`config.mk`:
```
export PLATFORM = sky130hd
export DESIGN_NAME = watchdog_reset_req
export DESIGN_NICKNAME = d
export VERILOG_FILES = /design/src/rtl/wdt_pkg.sv /design/src/rtl/watchdog_reset_req_edge_sync.sv /design/src/rtl/watchdog_reset_req.sv
export SDC_FILE = /design/constraint.sdc
export NUM_CORES = 1
export LEC_CHECK = 0
export CAP_MARGIN = 5
export CORE_UTILIZATION = 55
export CTS_CLUSTER_DIAMETER = 30
export DETAILED_ROUTE_END_ITERATION = 8
export DONT_BUFFER_PORTS = 1
export GPL_ROUTABILITY_DRIVEN = 0
export HOLD_SLACK_MARGIN = 0.02
export PLACE_DENSITY = 0.7
export SYNTH_ARGS = -nofsm -noshare
export SYNTH_HDL_FRONTEND = slang
export SYNTH_HIERARCHICAL = 1
export SYNTH_SLANG_ARGS = --single-unit
```
`constraint.sdc`:
```
create_clock -name Clk -period 4.9 [get_ports Clk]
set_input_delay 0.98 -clock Clk [delete_from_list [all_inputs] [get_ports Clk]]
set_output_delay 0.98 -clock Clk [all_outputs]
set_load 0.005 [all_outputs]
```
`src/rtl/wdt_pkg.sv`:
```
// wdt_pkg
//   Shared definitions for the watchdog reset-request block:
//   - wdt_state_e : 3-bit FSM state encoding (DISABLED, ARMED, WARN, FIRE, HOLD)
//   - DEF_*       : default timing constants for top-level instantiations
package wdt_pkg;

    typedef enum logic [2:0] {
        DISABLED = 3'd0,
        ARMED    = 3'd1,
        WARN     = 3'd2,
        FIRE     = 3'd3,
        HOLD     = 3'd4
    } wdt_state_e;

    localparam int unsigned DEF_TIMEOUT     = 50_000_000;
    localparam int unsigned DEF_WARN_CYCLES = 5_000_000;
    localparam int unsigned DEF_PULSE_LEN   = 16;
    localparam int unsigned DEF_CNT_W       = 26;

endpackage

```
`src/rtl/watchdog_reset_req_edge_sync.sv`:
```
// edge_sync
//   Registers an asynchronous level once, delays it by one more register and
//   reports a single-cycle rising-edge event (q1 & ~q2). A held level yields
//   exactly one event.
//   clk_i  : clock
//   rst_i  : synchronous active-high reset
//   d_i    : level input
//   rise_o : one-cycle rising-edge event
module edge_sync (
    input  logic clk_i,
    input  logic rst_i,
    input  logic d_i,
    output logic rise_o
);

    logic q1_q;
    logic q2_q;

    always_ff @(posedge clk_i) begin
        if (rst_i) begin
            q1_q <= 1'b0;
            q2_q <= 1'b0;
        end else begin
            q1_q <= d_i;
            q2_q <= q1_q;
        end
    end

    assign rise_o = q1_q & ~q2_q;

endmodule

```
`src/rtl/watchdog_reset_req.sv`:
```
// watchdog_reset_req
//   Watchdog that originates reset requests for the delayed-reset generator.
//   A missed kick within TIMEOUT cycles, or a SwReq rising edge, produces a
//   PULSE_LEN-cycle ResetReq; the block then parks in HOLD until Reset.
//   Clk      : system clock
//   Reset    : synchronous active-high reset (delayed-reset output)
//   Enable   : level, 1 = watchdog armed
//   Kick     : rising edge restarts the timeout
//   SwReq    : rising edge forces a reset request
//   ResetReq : registered request to the reset generator
//   Warning  : registered, high during the last WARN_CYCLES before timeout
//   Fired    : registered, high in FIRE and HOLD
//   Count    : current timeout counter value
module watchdog_reset_req
    import wdt_pkg::*;
#(
    parameter int unsigned TIMEOUT     = DEF_TIMEOUT,
    parameter int unsigned WARN_CYCLES = DEF_WARN_CYCLES,
    parameter int unsigned PULSE_LEN   = DEF_PULSE_LEN,
    parameter int unsigned CNT_W       = DEF_CNT_W
) (
    input  logic             Clk,
    input  logic             Reset,
    input  logic             Enable,
    input  logic             Kick,
    input  logic             SwReq,
    output logic             ResetReq,
    output logic             Warning,
    output logic             Fired,
    output logic [CNT_W-1:0] Count
);

    localparam int unsigned PW = (PULSE_LEN > 1) ? $clog2(PULSE_LEN) : 1;

    localparam logic [CNT_W-1:0] WARN_AT    = CNT_W'(TIMEOUT - WARN_CYCLES - 1);
    localparam logic [CNT_W-1:0] FIRE_AT    = CNT_W'(TIMEOUT - 1);
    localparam logic [CNT_W-1:0] CNT_ONE    = CNT_W'(1);
    localparam logic [PW-1:0]    PULSE_LAST = PW'(PULSE_LEN - 1);
    localparam logic [PW-1:0]    PULSE_ONE  = PW'(1);

    logic kick_evt;
    logic sw_rise;

    edge_sync u_kick_sync (
        .clk_i  (Clk),
        .rst_i  (Reset),
        .d_i    (Kick),
        .rise_o (kick_evt)
    );

    edge_sync u_swreq_sync (
        .clk_i  (Clk),
        .rst_i  (Reset),
        .d_i    (SwReq),
        .rise_o (sw_rise)
    );

    wdt_state_e       state_q, state_d;
    logic [CNT_W-1:0] count_q, count_d;
    logic [PW-1:0]    pulse_q, pulse_d;
    logic             sw_evt_q;
    logic             resetreq_q, warning_q, fired_q;

    // The SwReq event is retimed by one register so a request first sampled
    // at edge n raises ResetReq after edge n+2, one cycle behind the kick path.
    always_comb begin
        state_d = state_q;
        count_d = count_q;
        pulse_d = pulse_q;
        unique case (state_q)
            DISABLED: begin
                count_d = '0;
                if (sw_evt_q) begin
                    state_d = FIRE;
                    pulse_d = '0;
                end else if (Enable) begin
                    state_d = ARMED;
                end
            end
            ARMED, WARN: begin
                if (sw_evt_q) begin
                    state_d = FIRE;
                    pulse_d = '0;
                end else if (!Enable) begin
                    state_d = DISABLED;
                    count_d = '0;
                end else if (kick_evt) begin
                    state_d = ARMED;
                    count_d = '0;
                end else if (state_q == WARN && count_q == FIRE_AT) begin
                    // Count stays at TIMEOUT-1 so it can never wrap.
                    state_d = FIRE;
                    pulse_d = '0;
                end else begin
                    if (state_q == ARMED && count_q == WARN_AT) begin
                        state_d = WARN;
                    end
                    count_d = count_q + CNT_ONE;
                end
            end
            FIRE: begin
                if (pulse_q == PULSE_LAST) begin
                    state_d = HOLD;
                end else begin
                    pulse_d = pulse_q + PULSE_ONE;
                end
            end
            HOLD: begin
                state_d = HOLD;
            end
            default: begin
                state_d = DISABLED;
                count_d = '0;
                pulse_d = '0;
            end
        endcase
    end

    // Outputs are registered from the next state so they line up with the
    // state transition edge rather than lagging it by a cycle.
    always_ff @(posedge Clk) begin
        if (Reset) begin
            state_q    <= DISABLED;
            count_q    <= '0;
            pulse_q    <= '0;
            sw_evt_q   <= 1'b0;
            resetreq_q <= 1'b0;
            warning_q  <= 1'b0;
            fired_q    <= 1'b0;
        end else begin
            state_q    <= state_d;
            count_q    <= count_d;
            pulse_q    <= pulse_d;
            sw_evt_q   <= sw_rise;
            resetreq_q <= (state_d == FIRE);
            warning_q  <= (state_d == WARN);
            fired_q    <= (state_d == FIRE) || (state_d == HOLD);
        end
    end

    assign ResetReq = resetreq_q;
    assign Warning  = warning_q;
    assign Fired    = fired_q;
    assign Count    = count_q;

endmodule

```
### Yosys cells after proc, flatten, opt, wreduce, memory -nomap -nowiden

Index checks and enable logic that the tools add are counted.

* input bits: 5
* register bits after elaboration: 41

* multiplexer cells: 21
* reductions and logical operators: 8
* bitwise logic cells: 6
* add/subtract/negate cells: 2
* equal/unequal tests: 17

Operators by type and width (number)
* 2-to-1 mux 26 bit: 4
* == test 26 bit (second input constant): 2
* one-hot mux 26 bit (2 select lines): 1
* adder 26 x 1 -> 26 bit (second input constant): 1
* 2-to-1 mux 3 bit: 8
* 2-to-1 mux 4 bit: 6
* one-hot mux 4 bit (4 select lines): 1
* == test 3 x 2 -> 1 bit (second input constant): 4
* one-hot mux 3 bit (4 select lines): 1
* != test 3 bit (second input constant): 3
* == test 3 bit (second input constant): 2
* != test 2 bit (second input constant): 3
* AND reduction 6 bit: 1
* adder 4 x 1 -> 4 bit (second input constant): 1
* == test 4 bit (second input constant): 1
* != test 4 bit (second input constant): 1
* inverter 1 bit: 4
* OR reduction 2 bit: 2
* == test 3 x 1 -> 1 bit (second input constant): 1
* logical NOT 3 bit: 1
* AND reduction 3 bit: 1
* bitwise AND 1 bit: 2
* logical AND 1 bit: 2
* logical OR 1 bit: 1

### Longest topological paths before layout

Gate-level depths: netlist (run 1).

* word-level depth: 10
* mapped depth: 7
* depth with buffers taken out: 6

### Hierarchy

Netlist (run 1), hierarchy kept.

By module, submodules not included
* watchdog_reset_req: sequential area each 740.7 um^2, area an instance 2043.2 um^2, cells an instance 240, instances 1
* edge_sync: sequential area each 40.0 um^2, area an instance 61.3 um^2, cells an instance 5, instances 2

### Worst setup path before layout (run 1)

No wires, ideal clock.

* kind: input -> register
* from: in Enable
* to: reg count_q[9], in the netlist Count[9]
* library setup time: 0.060 ns
* setup slack: 2.575 ns
* data required time: 4.840 ns
* buffers on the path: 1
* arrival time: 2.265 ns
* cell stages on the path: 6
* cell sequence: nor2b_1 -> nand3_1 -> a21o_1 -> clkbuf_1 -> or4_1 -> nand2_1

* word-level cells in the longest chain between the ends: 3
* elaborated cells on any way between the ends: 5
* classes of those cells: eq/ne (1); mux (3); reduce/logical (1)

RTL lines
* from (decl): RTL line watchdog_reset_req.sv:24 `input logic Enable,`
* 2-to-1 mux 26 bit: RTL line watchdog_reset_req.sv:84 `end else if (!Enable) begin`
* 2-to-1 mux 26 bit: RTL line watchdog_reset_req.sv:81 `if (sw_evt_q) begin`
* one-hot mux 26 bit (2 select lines): RTL line watchdog_reset_req.sv:70 `unique case (state_q)`
* to (signal assigned): RTL line watchdog_reset_req.sv:132 `count_q <= count_d;`
* to (decl): RTL line watchdog_reset_req.sv:59 `logic [CNT_W-1:0] count_q, count_d;`

Several ways; a longest one is shown, not always the timed one. The select of a mux whose other input is x is not followed.
A chain may end at the register's enable or synchronous reset.

### Worst setup path in the final report (run 1)

* from: reg count_q[0], in the netlist Count[0]
* to: reg count_q[5], in the netlist Count[5]

* word-level cells in the longest chain between the ends: 6
* elaborated cells on any way between the ends: 10
* classes of those cells: add/sub (1); eq/ne (2); mux (5); reduce/logical (2)

RTL lines
* adder 26 x 1 -> 26 bit: RTL line watchdog_reset_req.sv:98 `count_d = count_q + CNT_ONE;`
* 2-to-1 mux 26 bit: RTL line watchdog_reset_req.sv:90 `end else if (state_q == WARN && count_q == FIRE_AT) begin`
* 2-to-1 mux 26 bit: RTL line watchdog_reset_req.sv:87 `end else if (kick_evt) begin`
* 2-to-1 mux 26 bit: RTL line watchdog_reset_req.sv:84
* 2-to-1 mux 26 bit: RTL line watchdog_reset_req.sv:81
* one-hot mux 26 bit (2 select lines): RTL line watchdog_reset_req.sv:70

Several ways; a longest one is shown, not always the timed one. The select of a mux whose other input is x is not followed.

==> results of run 1 <==
==> cells in the final DEF (no fill, tap or decap), types with 3 or more instances in the layout <==
master    instances
nand4_1           9
xnor2_1           3
nand2_1          16
clkbuf_8          6
nor2_1           15
or4_1             7
a21oi_1          18
xor2_1            6
inv_1             4
nor2b_1           9
and4_1            3
nor3_1            5
and3_1            9
o211ai_1          4
dfxtp_1          41
nor4_1            3
nand3_1          14
or3_1             9
nand2b_1          5
o21ai_0          14
==> synthesized netlist by cell type (all sizes together), types with 3 or more instances <==
cell	instances	area [µm²]
nor3	5	25.0
buf	5	27.5
and4	4	36.3
and3	10	63.8
o211ai	4	30.0
nor4	5	52.6
nand2b	5	31.3
or4	7	52.6
nor2	15	56.3
or3	10	63.8
o21ai	14	70.1
dfxtp	41	821
nand2	17	66.3
nand4	11	90.1
nand3	14	70.1
a21oi	20	108
inv	4	15.0
nor2b	11	73.8
xnor2	3	26.3
clkbuf	7	26.3
xor2	6	52.6
==> stage by stage <==
stage / cell area [µm²] / hold slack (ns)
after global placement: 2170 / 0.446
after floorplan: 2170 / 0.429
final: 2260 / 0.459
after CTS: 2260 / 0.462
after global routing: 2260 / 0.475
after detailed placement: 2170 / 0.446
==> kinds of logic after synthesis <==
kind of cell | Yosys count | synth area share
AOI/OAI and AO/OA | 55 | 0.168
xor gates and xnor gates | 9 | 0.0364
adders and majority gates | 3 | 0.0168
buffers and inverters | 16 | 0.0318
DFF | 41 | 0.379
muxes | 2 | 0.00924
and+or+nand+nor | 124 | 0.359
==> power by group <==
| group | switching (mW) | leakage, nW | internal [mW] |
|---|---|---|---|
| combinational | 0.0121 | 0.391 | 0.00806 |
| clock | 0.111 | 0.0443 | 0.112 |
| sequential | 0.00365 | 0.332 | 0.336 |
| total | 0.127 | 0.767 | 0.456 |
==> metal layers <==
| metal | GRT usage | wire length (µm) | part of all wire |
|---|---|---|---|
| met2 | 0.374 | 2160 | 0.45 |
| met5 | 0 | 0 | 0 |
| met1 | 0.347 | 2230 | 0.46 |
| met4 | 0.0833 | 57 | 0.012 |
| met3 | 0.0669 | 398 | 0.082 |
==> registers in the layout, summed over array words and instances (netlist names) <==
register,flops
Count,26
u_swreq_sync/q2_q,1
u_kick_sync/q1_q,1
Fired,1
u_swreq_sync/q1_q,1
Warning,1
state_q,3
u_kick_sync/q2_q,1
sw_evt_q,1
ResetReq,1
pulse_q,4
==> worst min path at each step <==
| stage | start | endpoint | slack [ns] | cells past startpoint |
|---|---|---|---|---|
| final | u_swreq_sync/q1_q | u_swreq_sync/q2_q | 0.46 | 1 |
| after global routing | u_kick_sync/q1_q | u_kick_sync/q2_q | 0.47 | 1 |
| after CTS | u_kick_sync/q1_q | u_kick_sync/q2_q | 0.46 | 1 |
| after detailed placement | u_swreq_sync/q1_q | u_swreq_sync/q2_q | 0.45 | 1 |
| after global placement | u_kick_sync/q1_q | u_kick_sync/q2_q | 0.45 | 1 |
| after floorplan | u_kick_sync/q1_q | u_kick_sync/q2_q | 0.43 | 1 |
==> worst register-to-register path, stage by stage (launching register included) <==
cell and delay (ns):
dfxtp_1 0.45, ha_1 0.29, and3_1 0.23, nand4_2 0.27, o31ai_2 0.76, o21ai_0 0.21
a21oi_1 0.15
==> layout make-up <==
| cell class | count | share of cell area |
|---|---|---|
| Multi-Input combinational cell | 193 | 0.565 |
| Sequential cell | 41 | 0.363 |
| Clock buffer | 7 | 0.0382 |
| Tap cell | 48 | 0.0266 |
| Inverter | 4 | 0.00665 |
==> flow_metrics.tcl, run 1 <==
set metrics [dict create \
    io-pin-count 34 \
    path_buf_inv 0 \
    slowest_stage "o31ai_2" \
    relSlewSlack 0.492 \
    start_kind "flip-flop" \
    p_per_area_nw_per_um2 258 \
    cp-startpoint "Count[0]" \
    dieWidth_um 64.8 \
    fmax_ghz 0.412 \
    die-area_um2 4190 \
    clock_skew_ns 0.00980 \
    grt_pass1_wl_mm 8.17 \
    rows 22 \
    final.fill_count 346 \
    h-tree-depth 2 \
    vias 1877 \
    grt-ovfl-total 0 \
    avgViaCountPerCell 6.41 \
    antenna_found_initial 0 \
    ys.flop_type "dfxtp_1" \
    ctsHoldBuffers 0 \
    hold_viol 0 \
    rrSetupSlack_ns 2.48 \
    ant_nets 0 \
    p_leak_nw 0.767 \
    endpoint_kind "flip-flop" \
    drc 0 \
    multi_input_area_um2 1280 \
    ys_async_sr_fraction 0 \
    num_antenna_cells 0 \
    synth_edf_count 0 \
    worst-path-stages 6 \
    firstDrtPassIters 4 \
    clockBufferDepth 2 \
    core-area_um2 3720 \
    r2r-start "Count[0]" \
    crit_arrival_ns 2.65 \
    port_buffers 0 \
    clk_pin_slew_worst_paths_ns 0.08 \
    ff2ff_path_depth 6 \
    instances_no_fill 293 \
    r2r_end "Count[5]" \
    setup_slack_ns 2.48 \
    drive_gt1_frac 0.102 \
    yosysWarnings 6 \
    synth_nets 257 \
    synthesis.area_um2 2170 \
    seqCellArea_um2 821 \
    ys_seq_elements 41 \
    crit_required_ns 5.12 \
    dp_cells 286 \
    max_stage_delay_ns 0.76 \
    path_cells "ha_1 > and3_1 > nand4_2 > o31ai_2 > o21ai_0 > a21oi_1" \
    insertion_delay_ns 0.29 \
    avgSynthCellArea_um2 8.66 \
    cap_violations 0 \
    period_needed_ns 2.42 \
    ys_types 57 \
    clock-sinks 41 \
    cts_resized 0 \
    synthesis.instances 250 \
    pre_cts_slack_ns 2.25 \
    peakVddDrop_uv 133 \
    worstSetupEndpoint "Count[5]" \
    wl_per_cell_um 16.5 \
    grt_max_degree 23 \
    grt_setup_unrepaired "no" \
    ys_seq_area_frac 0.379 \
    outcome "finished, final reports clean" \
    cts_tree "built" \
    hp-class "reg2reg" \
    cp_max_fo 13 \
    initial_core_util 0.583 \
    cts-root-buf "clkbuf_8" \
    critPathKind "reg2reg" \
    cts_buffers 5 \
    drtIter0Drc 115 \
    p_total_uw 583 \
    setup_viol 0 \
    track_usage 0.251 \
    cts_setup_buffers 0 \
    drv_slew 0 \
    area_growth_pct 4.28 \
    hpwl_mm 3.40 \
    finalSetupTns_ns 0 \
    routed_wl_mm 4.85 \
    nNetsFinal 252 \
    cpLargestDelayFamily "compound AO/OA/AOI/OAI gates" \
    grt_pass1_vias 1681 \
    finalCritPeriodShare 0.495 \
    worst_pin_slew_ns 0.757 \
    die_h_um 64.8 \
    final_util 0.608 \
]
(Power assumes the default switching activity.)
==> run 2: changes to the inputs <==
==> constraint.sdc (replaced) <==
create_clock -name Clk -period 2.3 [get_ports Clk]
set_input_delay 0.46 -clock Clk [delete_from_list [all_inputs] [get_ports Clk]]
set_output_delay 0.46 -clock Clk [all_outputs]
set_load 0.005 [all_outputs]
==> run 2 against run 1 <==
  * Total power up 110%
  * Cell count grew 8.9%
  * Largest cell class unchanged
  * Hold slack worse by 0.23 ns
  * Via count rose by 6.4%
  * Fmax is 15% higher
  * Sequential power is 110% higher
  * Count of clock-buffer cells in the layout fell by 1
  * Sequential share of layout area is 2.7 points lower
==> flow_metrics.tcl, run 2 (same netlist as run 1, synthesis figures left out) <==
set metrics [dict create \
    power_switching_uw 292 \
    avgViaCountPerCell 6.26 \
    antenna_found_initial 0 \
    cap_violations 0 \
    min_from "Reset" \
    num_antenna_cells 0 \
    crit_arrival_ns 2.29 \
    io-pin-count 34 \
    final_common_cell "dfxtp_1" \
    cp-startpoint "state_q[1]" \
    nNetsFinal 277 \
    firstDrtPassIters 4 \
    ctsHoldBuffers 0 \
    power.internal_uw 952 \
    cp_max_fo 8 \
    p_leak_nw 0.898 \
    largest_reg_flops 26 \
    critPathKind "reg2reg" \
    drtIter0Drc 163 \
    start_kind "flip-flop" \
    port_buffers 0 \
    insertion_delay_ns 0.30 \
    hold_viol 0 \
    initial_core_util 0.583 \
    placed_area_um2 2360 \
    cts_buffers 5 \
    ant_nets 0 \
    grt_max_degree 19 \
    clk_pin_slew_worst_paths_ns 0.08 \
    cts-root-buf "clkbuf_8" \
    setup_viol 0 \
    drv_slew 0 \
    final_cell_area_um2 2440 \
    r2r-start "state_q[1]" \
    die_h_um 64.8 \
    hpwl_mm 3.83 \
    period_needed_ns 2.11 \
    wl_per_cell_um 16.2 \
    p_sw_frac 0.235 \
    track_usage 0.269 \
    grt_pass1_wl_mm 8.65 \
    peakVddDrop_uv 313 \
    finalCritPeriodShare 0.917 \
    layout_common_cells "dfxtp_1 (41), buf_4 (25), a21oi_1 (18)" \
    max_stage_delay_ns 0.59 \
    hp-class "in2reg" \
    drive_gt1_frac 0.188 \
    vias 1998 \
    dieWidth_um 64.8 \
    clkPwrFrac 0.374 \
    rows 22 \
    h-tree-depth 2 \
    power_frac_seq 0.579 \
    relSlewSlack 0.611 \
    crit_required_ns 2.48 \
    path_cells "inv_1 > or4b_4 > o31a_1 > a211o_1 > nor2b_1" \
    comb_power_share 0.047 \
    grt_pass1_vias 1869 \
    seqCellArea_um2 821 \
    die-area_um2 4190 \
    p_per_area_nw_per_um2 509 \
    outcome "finished, final reports clean" \
    area_growth_pct 12.8 \
    cts_resized 0 \
    core-area_um2 3720 \
    worst_pin_slew_ns 0.579 \
    drc 0 \
    clockBufferDepth 2 \
    final.fill_count 336 \
    routed_wl_mm 5.15 \
    endpoint_kind "flip-flop" \
    finalSetupTns_ns 0 \
    clock-sinks 41 \
    cts_tree "built" \
    slowest_stage "or4b_4" \
    fmax_ghz 0.474 \
    grt_setup_unrepaired "no" \
    multi_input_area_um2 1280 \
    clock_skew_ns 0.00781 \
    grt-ovfl-total 0 \
    cts_setup_buffers 0 \
]
==> run 2: cell types whose count changed in the layout (fill, tap and decap cells not counted) <==
cell,before,now
buf_4,0,25
clkbuf_8,6,5
clkinv_2,0,2
==> run 2: path summary, 6_finish.rpt <==
path,to,cells after the start,slack [ns]
max,Warning,5,0.19
min,u_swreq_sync/q1_q,1,0.23
max reg2reg,Warning,5,0.19
min reg2reg,u_kick_sync/q2_q,1,0.47
==> run 2: power groups by stage <==
| stage | sequential, mW | clock [mW] | combinational (mW) |
|---|---|---|---|
| 5_1_grt | 0.721 | 0.503 | 0.0635 |
| 3_3_place_gp | 0.736 | 0 | 0.0570 |
| 4_1_cts | 0.720 | 0.468 | 0.0578 |
| 6_report | 0.720 | 0.466 | 0.0586 |
| 3_5_place_dp | 0.736 | 0 | 0.0575 |
| 2_1_floorplan | 0.736 | 0 | 0.0418 |
==> run 2: routing by layer <==
| metal | wire length (µm) | vias up | GRT usage |
|---|---|---|---|
| li1 | - | 977 | - |
| met3 | 357 | 16 | 0.0616 |
| met1 | 2430 | 931 | 0.350 |
| met5 | 0 | - | 0 |
| met2 | 2240 | 74 | 0.409 |
| met4 | 133 | 0 | 0.147 |
==> run 2: layout make-up <==
| class | count | share of cell area |
|---|---|---|
| Timing Repair Buffer | 25 | 0.0768 |
| Clock inverter | 2 | 0.00410 |
| Multi-Input combinational cell | 193 | 0.523 |
| Clock buffer | 6 | 0.0297 |
| Inverter | 4 | 0.00615 |
| Sequential cell | 41 | 0.336 |
| Tap cell | 48 | 0.0246 |
==> run 2: critical path, delay by kind of cell (launching register included) <==
family	cells	cell delay, ns
compound gates	2	0.65
buf+inv	1	0.13
flops	1	0.48
simple gates	2	0.73
==> run 2: metrics by stage <==
| step | total power, mW | setup slack (ns) | util | std cells | hold WS, ns |
|---|---|---|---|---|---|
| finish | 1.24 | 0.191 | 0.657 | 319 | 0.227 |
| global route | 1.29 | 0.0249 | 0.657 | 319 | 0.213 |
| CTS | 1.25 | 0.203 | 0.657 | 319 | 0.221 |
| detailed placement | 0.794 | 0.208 | 0.635 | 311 | 0.451 |
| global placement | 0.793 | 0.237 | 0.635 | 311 | 0.445 |
| floorplan | 0.778 | 0.268 | - | 250 | 0.429 |
==> run 3: changes to the inputs <==
--- a/config.mk
+++ b/config.mk
@@ -7,7 +7,9 @@
 export LEC_CHECK = 0
 export CAP_MARGIN = 5
 export CORE_UTILIZATION = 55
+export CTS_BUF_LIST = sky130_fd_sc_hd__clkbuf_4
 export CTS_CLUSTER_DIAMETER = 30
+export CTS_CLUSTER_SIZE = 8
 export DETAILED_ROUTE_END_ITERATION = 8
 export DONT_BUFFER_PORTS = 1
 export GPL_ROUTABILITY_DRIVEN = 0
==> run 3 against run 2 <==
  * Clock power fell by 21%
  * Setup slack got worse by 0.0043 ns
  * Die area did not move
  * Wire length fell by 0.29%
  * Via count rose by 0.65%
  * Hold slack got worse by 0.076 ns
  * Sequential cell count did not move
  * Sequential power barely moved
  * Largest cell class unchanged
==> flow_metrics.tcl, run 3 (same netlist as run 1, synthesis figures left out) <==
set metrics [dict create \
    p_leak_nw 0.889 \
    num_antenna_cells 0 \
    setup_viol 0 \
    hp-class "in2reg" \
    avgViaCountPerCell 6.30 \
    rrSetupSlack_ns 0.19 \
    ff2ff_path_depth 5 \
    crit_arrival_ns 2.36 \
    firstDrtPassIters 4 \
    grt_pass1_wl_mm 8.65 \
    worst_pin_slew_ns 0.574 \
    p_sw_frac 0.242 \
    area_growth_pct 11.5 \
    max_stage_delay_ns 0.59 \
    fmax_ghz 0.473 \
    io-pin-count 34 \
    core-area_um2 3720 \
    grt_pass1_vias 1855 \
    period_needed_ns 2.11 \
    drive_gt1_frac 0.192 \
    grt-ovfl-total 0 \
    relSlewSlack 0.614 \
    peakVddDrop_uv 324 \
    cp-startpoint "state_q[1]" \
    hold_viol 0 \
    cts_buffers 5 \
    start_kind "flip-flop" \
    final_cell_area_um2 2410 \
    cts-root-buf "clkbuf_4" \
    wl_per_cell_um 16.1 \
    power_frac_seq 0.627 \
    finalSetupTns_ns 0 \
    pre_cts_slack_ns 0.208 \
    die_h_um 64.8 \
    p_per_area_nw_per_um2 476 \
    ant_nets 0 \
    routed_wl_mm 5.14 \
    port_buffers 0 \
    layout_common_cells "dfxtp_1 (41), buf_4 (25), a21oi_1 (18)" \
    cp_max_fo 8 \
    setup_slack_ns 0.186 \
    insertion_delay_ns 0.36 \
    endpoint_kind "flip-flop" \
    power_switching_uw 278 \
    r2r-start "state_q[1]" \
    largest_reg_flops 26 \
    vias 2011 \
    clockBufferDepth 2 \
    grt_setup_unrepaired "no" \
    track_usage 0.270 \
    slowest_stage "or4b_4" \
    cts_resized 0 \
    crit_required_ns 2.55 \
    cts_setup_buffers 0 \
    clkPwrFrac 0.322 \
    clock_skew_ns 0.0145 \
    outcome "finished, final reports clean" \
    placed_area_um2 2360 \
    initial_core_util 0.583 \
    antenna_found_initial 0 \
    cts_tree "built" \
    drtIter0Drc 140 \
    clk_pin_slew_worst_paths_ns 0.12 \
    clock-sinks 41 \
    hpwl_mm 3.83 \
    die-area_um2 4190 \
    final_common_cell "dfxtp_1" \
    comb_power_share 0.051 \
    drv_slew 0 \
    finalCritPeriodShare 0.919 \
    cap_violations 0 \
    grt_max_degree 19 \
    h-tree-depth 2 \
    nNetsFinal 277 \
    dieWidth_um 64.8 \
    r2r_end "Warning" \
    critPathKind "reg2reg" \
    ctsHoldBuffers 0 \
    worstSetupEndpoint "Warning" \
    rows 22 \
    drc 0 \
    power.internal_uw 871 \
    path_cells "inv_1 > or4b_4 > o31a_1 > a211o_1 > nor2b_1" \
]
[run 3: critical path, delay by kind of cell, from the launching register on]
kind	cells	cell delay (ns)
compound gates	2	0.65
simple gates	2	0.73
buf+inv	1	0.13
flops	1	0.49
[run 3: final cells by class]
| cell class | count | area, µm² |
|---|---|---|
| clock buffers | 6 | 45.0 |
| multi-input cells | 193 | 1280 |
| inverters | 4 | 15.0 |
| well taps | 48 | 60.1 |
| clock inverters | 2 | 10.0 |
| flip-flops and latches | 41 | 821 |
| fillers | 336 | 1300 |
| repair buffers | 25 | 188 |
[run 3: metrics by stage]
step                      cells  hold WS [ns]  utilization  total power, mW
after detailed placement    311         0.451        0.635            0.794
final                       319         0.151        0.650             1.15
after CTS                   319         0.146        0.650             1.15
after global placement      311         0.445        0.635            0.793
after global routing        319         0.126        0.650             1.20
after floorplan             250         0.429            -            0.778
[run 3: per-layer routing]
metal  vias up  GRT usage  wire length (µm)
met3        11     0.0775               377
met1       944      0.352              2370
met5         -          0                 0
met2        74      0.410              2290
met4         0      0.117               102
li1        982          -                 -
[run 3: worst min path at each step]
stage                startpoint  slack (ns)          endpoint  cells past startpoint
4_1_cts                   Reset        0.15        pulse_q[2]                      1
6_report                  Reset        0.15          Count[8]                      1
3_3_place_gp   u_kick_sync/q1_q        0.44  u_kick_sync/q2_q                      1
5_1_grt                   Reset        0.13          Count[8]                      1
3_5_place_dp   u_kick_sync/q1_q        0.45  u_kick_sync/q2_q                      1
2_1_floorplan  u_kick_sync/q1_q        0.43  u_kick_sync/q2_q                      1
[run 3: power by group through the flow]
| stage | registers, mW | logic (mW) | clock network (mW) |
|---|---|---|---|
| final | 0.721 | 0.0586 | 0.370 |
| after global routing | 0.722 | 0.0635 | 0.414 |
| after CTS | 0.721 | 0.0578 | 0.376 |
| after detailed placement | 0.736 | 0.0575 | 0 |
| after global placement | 0.736 | 0.0570 | 0 |
| after floorplan | 0.736 | 0.0418 | 0 |
